File: src/rtl/ctrl_pkg.sv
// Shared types and constants for the control unit: FSM state encoding,
// opcode values, ALU function selects and the bundled datapath controls.
package ctrl_pkg;

    typedef enum logic [3:0] {
        S_INIT   = 4'd0,
        S_FETCH  = 4'd1,
        S_DECODE = 4'd2,
        S_NOOP   = 4'd3,
        S_LOAD_A = 4'd4,
        S_LOAD_B = 4'd5,
        S_STORE  = 4'd6,
        S_ADD    = 4'd7,
        S_SUB    = 4'd8,
        S_HALT   = 4'd9
    } state_t;

    localparam logic [3:0] OP_NOOP  = 4'h0;
    localparam logic [3:0] OP_STORE = 4'h1;
    localparam logic [3:0] OP_LOAD  = 4'h2;
    localparam logic [3:0] OP_ADD   = 4'h3;
    localparam logic [3:0] OP_SUB   = 4'h4;
    localparam logic [3:0] OP_HALT  = 4'h5;

    localparam logic [2:0] ALU_ZERO = 3'b000;
    localparam logic [2:0] ALU_ADD  = 3'b001;
    localparam logic [2:0] ALU_SUB  = 3'b010;

    // Everything the control unit drives into the datapath.
    typedef struct packed {
        logic [7:0] d_addr;
        logic       d_wr;
        logic       rf_s;
        logic       rf_w_en;
        logic [3:0] rf_w_addr;
        logic [3:0] rf_ra_addr;
        logic [3:0] rf_rb_addr;
        logic [2:0] alu_s0;
    } ctrl_out_t;

    // Moore output decode: the datapath controls for a state, given the IR.
    function automatic ctrl_out_t decode_outputs(input state_t s, input logic [15:0] ir);
        ctrl_out_t o;
        o = '0;
        case (s)
            S_LOAD_A: begin
                o.d_addr = ir[7:0];
                o.rf_s   = 1'b1;
            end
            S_LOAD_B: begin
                o.d_addr    = ir[7:0];
                o.rf_s      = 1'b1;
                o.rf_w_en   = 1'b1;
                o.rf_w_addr = ir[11:8];
            end
            S_STORE: begin
                o.d_addr     = ir[7:0];
                o.rf_ra_addr = ir[11:8];
                o.d_wr       = 1'b1;
            end
            S_ADD, S_SUB: begin
                o.rf_ra_addr = ir[11:8];
                o.rf_rb_addr = ir[7:4];
                o.rf_w_addr  = ir[3:0];
                o.rf_w_en    = 1'b1;
                o.alu_s0     = (s == S_ADD) ? ALU_ADD : ALU_SUB;
            end
            default: o = '0;
        endcase
        return o;
    endfunction

endpackage

File: src/rtl/prog_counter.sv
// Program counter: clears to zero, steps by one on request and wraps
// naturally from all-ones back to zero.
module prog_counter #(
    parameter int PC_W = 7
) (
    input  logic            Clk,
    input  logic            clear,
    input  logic            inc,
    output logic [PC_W-1:0] pc
);

    localparam logic [PC_W-1:0] PC_ONE = {{(PC_W-1){1'b0}}, 1'b1};

    // Clear has priority over increment; the add simply rolls over at the top.
    always_ff @(posedge Clk) begin
        if (clear) begin
            pc <= '0;
        end else if (inc) begin
            pc <= pc + PC_ONE;
        end
    end

endmodule

File: src/rtl/control_unit.sv
// Multi-cycle control unit: fetches a 16-bit instruction, decodes it and
// sequences the register file, ALU and data memory through one of
// NOOP / LOAD / STORE / ADD / SUB / HALT.
module control_unit
    import ctrl_pkg::*;
#(
    parameter int PC_W = 7
) (
    input  logic            Clk,
    input  logic            Reset,
    input  logic [15:0]     Instr,
    output logic [PC_W-1:0] PC_Addr,
    output logic [7:0]      D_Addr,
    output logic            D_Wr,
    output logic            RF_s,
    output logic            RF_W_en,
    output logic [3:0]      RF_W_addr,
    output logic [3:0]      RF_Ra_addr,
    output logic [3:0]      RF_Rb_addr,
    output logic [2:0]      ALU_s0,
    output logic            Halted,
    output logic [3:0]      State
);

    state_t    state;
    state_t    next_state;
    logic [15:0] ir;
    ctrl_out_t outs;
    logic      halted_q;

    prog_counter #(.PC_W(PC_W)) u_pc (
        .Clk   (Clk),
        .clear (Reset),
        .inc   (state == S_FETCH),
        .pc    (PC_Addr)
    );

    // Next-state selection; DECODE dispatches on the opcode held in IR.
    always_comb begin
        // NOTE: default first so every path assigns next_state and no latch is inferred.
        next_state = state;
        case (state)
            S_INIT:   next_state = S_FETCH;
            S_FETCH:  next_state = S_DECODE;
            S_DECODE: begin
                case (ir[15:12])
                    OP_STORE: next_state = S_STORE;
                    OP_LOAD:  next_state = S_LOAD_A;
                    OP_ADD:   next_state = S_ADD;
                    OP_SUB:   next_state = S_SUB;
                    OP_HALT:  next_state = S_HALT;
                    default:  next_state = S_NOOP;
                endcase
            end
            S_LOAD_A: next_state = S_LOAD_B;
            S_NOOP, S_STORE, S_LOAD_B, S_ADD, S_SUB: next_state = S_FETCH;
            S_HALT:   next_state = S_HALT;
            default:  next_state = S_INIT;
        endcase
    end

    // State, IR and registered outputs; outputs are decoded for the state
    // being entered so they are valid for that whole state.
    always_ff @(posedge Clk) begin
        if (Reset) begin
            state    <= S_INIT;
            ir       <= '0;
            outs     <= '0;
            halted_q <= 1'b0;
        end else begin
            // NOTE: non-blocking assignments so every register samples pre-edge values.
            state    <= next_state;
            if (state == S_FETCH) begin
                ir <= Instr;
            end
            // IR is already loaded whenever the entered state uses its fields.
            outs     <= decode_outputs(next_state, ir);
            halted_q <= (next_state == S_HALT);
        end
    end

    // Write strobes are masked while Reset is high so an aborted
    // instruction never commits a register-file or memory write.
    assign D_Wr       = outs.d_wr    & ~Reset;
    assign RF_W_en    = outs.rf_w_en & ~Reset;
    assign D_Addr     = outs.d_addr;
    assign RF_s       = outs.rf_s;
    assign RF_W_addr  = outs.rf_w_addr;
    assign RF_Ra_addr = outs.rf_ra_addr;
    assign RF_Rb_addr = outs.rf_rb_addr;
    assign ALU_s0     = outs.alu_s0;
    assign Halted     = halted_q;
    assign State      = state;

endmodule

File: config.mk
export PLATFORM = sky130hd
export DESIGN_NAME = control_unit
export DESIGN_NICKNAME = d
export VERILOG_FILES = /design/src/rtl/ctrl_pkg.sv /design/src/rtl/prog_counter.sv /design/src/rtl/control_unit.sv
export SDC_FILE = /design/constraint.sdc
export NUM_CORES = 1
export LEC_CHECK = 0
export ABC_AREA = 1
export BUFFER_PORTS_ARGS = -buffer_cell sky130_fd_sc_hd__buf_2
export CAP_MARGIN = 20
export CELL_PAD_IN_SITES_DETAIL_PLACEMENT = 1
export CELL_PAD_IN_SITES_GLOBAL_PLACEMENT = 2
export CORE_MARGIN = 8
export CORE_UTILIZATION = 30
export CTS_CLUSTER_DIAMETER = 150
export CTS_CLUSTER_SIZE = 8
export DETAILED_ROUTE_END_ITERATION = 8
export GPL_TIMING_DRIVEN = 0
export PLACE_DENSITY = 0.79
export SLEW_MARGIN = 0
export SYNTH_ARGS = -nofsm -noshare
export SYNTH_HDL_FRONTEND = slang
export SYNTH_SLANG_ARGS = --single-unit
File: constraint.sdc
create_clock -name Clk -period 2.3 [get_ports Clk]
set_input_delay 0.345 -clock Clk [delete_from_list [all_inputs] [get_ports Clk]]
set_output_delay 0.345 -clock Clk [all_outputs]
set_load 0.05 [all_outputs]
Yosys cells after proc, flatten, opt, wreduce, memory -nomap -nowiden. Index checks and enable logic that the tools add are counted.

$add $sub $neg: 1. Equal/unequal tests: 20. Multiplexer cells: 6. Bitwise gates (word level): 6. Reductions and logical operators: 9.

Operators by type and width (number): 4-bit by 3-bit == test with 1-bit output (second input constant) (10); 4-bit case mux with 5 select lines (2); 4-bit by 2-bit == test with 1-bit output (second input constant) (4); 4-bit == test (second input constant) (4); 5-bit case mux with 2 select lines (1); 2-bit OR reduction (5); 4-bit by 1-bit == test with 1-bit output (second input constant) (2); 7-bit by 1-bit adder with 7-bit output (second input constant) (1); 3-bit OR reduction (2); 6-bit OR reduction (1); 4-bit zero test (1); 1-bit NOT (4); 1-bit bitwise AND (2); 1-bit 2-to-1 mux (2); 2-bit 2-to-1 mux (1).

Bits in registers: 54. Bits of input ports: 18. Output and inout bits: 38.

Logic depth before layout (Yosys ltp).
Depth after elaboration: 7. Gate-level depth with buffers: 12. Depth with buffers taken out: 12.

Modules after synthesis. From an unflattened synthesis, not the netlist that was laid out.

Cells, all modules: 257. Area, all modules: 2123.3 sq um.

By module, submodules not included: control_unit (times used 1, cells each 214, area each 1809.2 sq um); prog_counter (times used 1, cells each 43, area each 314.1 sq um).

Worst setup path after synthesis. No wires, ideal clock.

Path type: reg2reg. Start point: register state[1], in the netlist State[1]. End point: register outs[15] (netlist name). Library setup time: 125 ps. Data arrival time: 1582 ps. Data required time: 2175 ps. Slack: 592 ps. Cell stages (with the launch flop): 12. Period minus slack after synthesis: 1708 ps. Cells stage by stage: dfxtp_1 > inv_2 > nor2_1 > nand2_2 > nor2_1 > nand2_1 > nand2_2 > inv_4 > nand3_2 > nand2_4 > nand2_4 > o21ai_2.

Cells in the longest elaborated chain, start to end: 6. Elaborated cells on any way between the ends: 17. Those cells by class: eq/ne (12); mux (2); reduce/logical (3).

RTL lines: start: declaration (RTL line control_unit.sv:25) `state_t state;`; start signal: assignment (RTL line control_unit.sv:72) `state <= next_state;`; 4-bit by 2-bit == test with 1-bit output (tied with other cells) (RTL line control_unit.sv:42) `case (state)`; 6-bit OR reduction (no line); 4-bit case mux with 5 select lines * (RTL line control_unit.sv:42); 4-bit by 3-bit == test with 1-bit output / 4-bit == test (equally long branches) (RTL line ctrl_pkg.sv:45) `case (s)`; 2-bit OR reduction (RTL line ctrl_pkg.sv:45); 5-bit case mux with 2 select lines * (RTL line ctrl_pkg.sv:45); end signal: assignment (RTL line control_unit.sv:77) `outs <= decode_outputs(next_state, ir);`; end: declaration (RTL line control_unit.sv:28) `ctrl_out_t outs;`.

Every way passes the cells marked *; elsewhere a longest branch is shown, timed or not. A chain may end at the register's enable or synchronous reset.

Worst setup path in the final report.
Start point: input port Reset. End point: output port D_Wr.

Cells in the longest elaborated chain, start to end: 2.

RTL lines: start: declaration (RTL line control_unit.sv:10) `input logic Reset,`; 1-bit NOT (RTL line control_unit.sv:84) `assign D_Wr = outs.d_wr & ~Reset;`; 1-bit bitwise AND (RTL line control_unit.sv:84); end: declaration (RTL line control_unit.sv:14) `output logic D_Wr,`.

Every way passes these cells.

==> impl_metrics.json <==
{
  "max-slew-margin-rel_pct": 64.2,
  "root_buffer": "clkbuf_8",
  "slowest_stage": "clkbuf_1",
  "gp_congestion": 0.728,
  "cts.sinks": 53,
  "cts_hold_buf": 0,
  "skew_ns": 0.00883,
  "whs_ns": 0.316,
  "cap_violations": 0,
  "yosys.area.top_type": "dfxtp_1",
  "fill_cells": 878,
  "grt_max_degree": 17,
  "dp_slack_ns": 0.703,
  "dr.pass1.iters": 4,
  "status": "completed",
  "drt_iter0_drc": 37,
  "worstPathRequired_ns": 1.96,
  "row_count": 30,
  "path_clk_slew_ns": 0.09,
  "synth_ff_type": "dfxtp_1",
  "area_delta_synth_final_pct": 22.9,
  "arrival_ns": 1.24,
  "ios": 56,
  "synth_cell_types": 28,
  "syn_nets": 276,
  "grt-ovfl-total": 0,
  "synth_enable_flop_cells": 0,
  "tns_ns": 0,
  "cts_setup_buffers": 0,
  "power_switching_share_pct": 42.4,
  "crit_fanout": 10,
  "setup_violations": 0,
  "start_util_pct": 31.2,
  "netlist_top_cells_area": "dfxtp_1 50%, buf_4 8.1%, nor2_1 5.1%",
  "seq_area_frac_synth_pct": 49.8,
  "regArea_um2": 1060,
  "crit_type": "primary input to primary output",
  "coreArea_um2": 6830,
  "dieArea_um2": 10100,
  "worst_slew_pin_slew_ns": 0.538,
  "ant_nets": 0,
  "max_freq_mhz": 632,
  "drc": 0,
  "die_w_um": 100,
  "cts_tree": "built",
  "wirelength_um": 5180,
  "clk_path_buf_depth": 2,
  "drive_above_1_share_pct": 37.0,
  "fin_ws_ns": 0.719,
  "syn-cell-area_um2": 2130,
  "dp_hpwl_um": 4150,
  "synth_seq_cells": 53,
  "finalPower_uw": 2810,
  "p_comb_share_pct": 38.2,
  "wl_per_cell_um": 12.5,
  "p_leak_uw": 0.00124,
  "seqPwrFrac_pct": 42.2,
  "p_int_uw": 1620,
  "port_buffers": 54,
  "synth_area_per_cell_um2": 8.29,
  "crit_family": "buffers and inverters",
  "async_reset_ff_share_pct": 0,
  "period_needed_ns": 1.58,
  "maxSlewViolCount": 0,
  "die_h_um": 100,
  "pwr-share-clk_pct": 19.6,
  "clkLatencyLatePin_ns": 0.31,
  "syn_inst": 257,
  "crit_top_cell": "buf_2",
  "fin_cells": 415,
  "p_sw_uw": 1190,
  "numCtsBuffers": 5,
  "hold_class": "primary input to flop",
  "htreeDepth": 2,
  "reg2reg_slack_ns": 0.73,
  "grt_setup_unrepaired": "no",
  "path_cells": "buf_2 > clkbuf_1 > nor2_1 > buf_2",
  "critical_path_buf_inv_count": 3,
  "grt_pass1_vias": 1849,
  "grt_pass1_wl_um": 8940,
  "grt_usage_pct": 11.2,
  "nNetsFinal": 337,
  "dp.cells": 407,
  "endpoint_kind": "primary output",
  "crit_path_max_incr_delay_ns": 0.42,
  "cts_resized": 0,
  "synth_top_cell_area_share_pct": 49.8,
  "critPathLaunchType": "primary input",
  "multi_input_area_um2": 731,
  "vdd_ir_drop_max_mv": 0.614,
  "fin_crit_sh_pct": 68.7,
  "antenna_found_initial": 0,
  "viasPerCell": 4.25,
  "n_antenna_cell": 0,
  "vias": 1764,
  "powerDensity_nw_per_um2": 1070,
  "yosysWarnings": 0,
  "finalHoldViolations": 0
}
path summary, 6_finish.rpt:
path / from / to / depth (start not counted)
max: Reset / D_Wr / 4
min: Instr[14] / ir[14] / 3
max reg2reg: State[3] / ir[1] / 7
min reg2reg: ir[9] / RF_W_addr[1] / 2
state kept, by name, summed over array words and instances (netlist names):
signal,flops
RF_Rb_addr,4
ALU_s0,2
D_Addr,8
u_pc.pc,7
Halted,1
ir,16
RF_s,1
RF_Ra_addr,4
State,4
RF_W_addr,4
outs,2
cells in the mapped netlist (all sizes together), types with 2 or more instances:
library cell / instances
nor3: 4
nand4: 2
nand2: 35
nand3: 12
inv: 36
a21oi: 21
dfxtp: 53
clkbuf: 5
buf: 24
o21ai: 24
nor2: 36
area by class of cell:
class                           count  share of cell area (%)
Clock buffer                        6                    3.16
Inverter                           37                    5.40
Clock inverter                      2                   0.526
Sequential cell                    53                    40.6
Buffer                             29                    7.51
Tap cell                           96                    4.59
Timing Repair Buffer               54                    10.3
Multi-Input combinational cell    138                    27.9
cell usage in the layout, fill, tap and decap left out, types with 6 or more instances in the layout:
cell      synthesis  layout
clkbuf_8          0       6
inv_1            28      28
inv_2             7       7
nor2_2            6       6
nand2_2           7       7
nand3_1           9       9
o21ai_0          21      21
nand2_1          25      25
a21oi_1          20      20
buf_4            23      23
nor2_1           29      29
buf_2             1      55
dfxtp_1          53      53
layer usage:
| layer | GRT usage [%] | vias to the layer above | part of all wire (%) |
|---|---|---|---|
| met4 | 4.53 | 0 | 1.5 |
| met1 | 13.8 | 816 | 48 |
| li1 | - | 898 | - |
| met5 | 0 | - | 0 |
| met2 | 17.2 | 43 | 44 |
| met3 | 3.94 | 7 | 6.8 |
logic make-up after synthesis:
family                     synth area share [%]
AOI/OAI and AO/OA                          12.0
other                                     0.176
xor gates and xnor gates                  0.411
buffers and inverters                      15.9
and+or+nand+nor                            21.2
DFF                                        49.8
adders and majority gates                 0.587
worst min-delay path: cells and delay by family:
| family | cells | cell delay (ns) |
|---|---|---|
| buf+inv | 1 | 0.07 |
| compound gates | 2 | 0.17 |
power groups by stage:
stage                     logic, µW  registers [µW]  clock network, µW
after detailed placement       1090            1210                  0
after CTS                      1090            1190                568
after floorplan                 709            1320                  0
after global placement         1070            1200                  0
final                          1070            1190                550
after global routing           1200            1210                613
through the flow:
stage,area (µm²),util (%)
after floorplan,2130,-
after global placement,2520,36.9
after detailed placement,2520,36.9
after CTS,2620,38.3
after global routing,2620,38.3
final,2620,38.3
(Power assumes the default switching activity.)
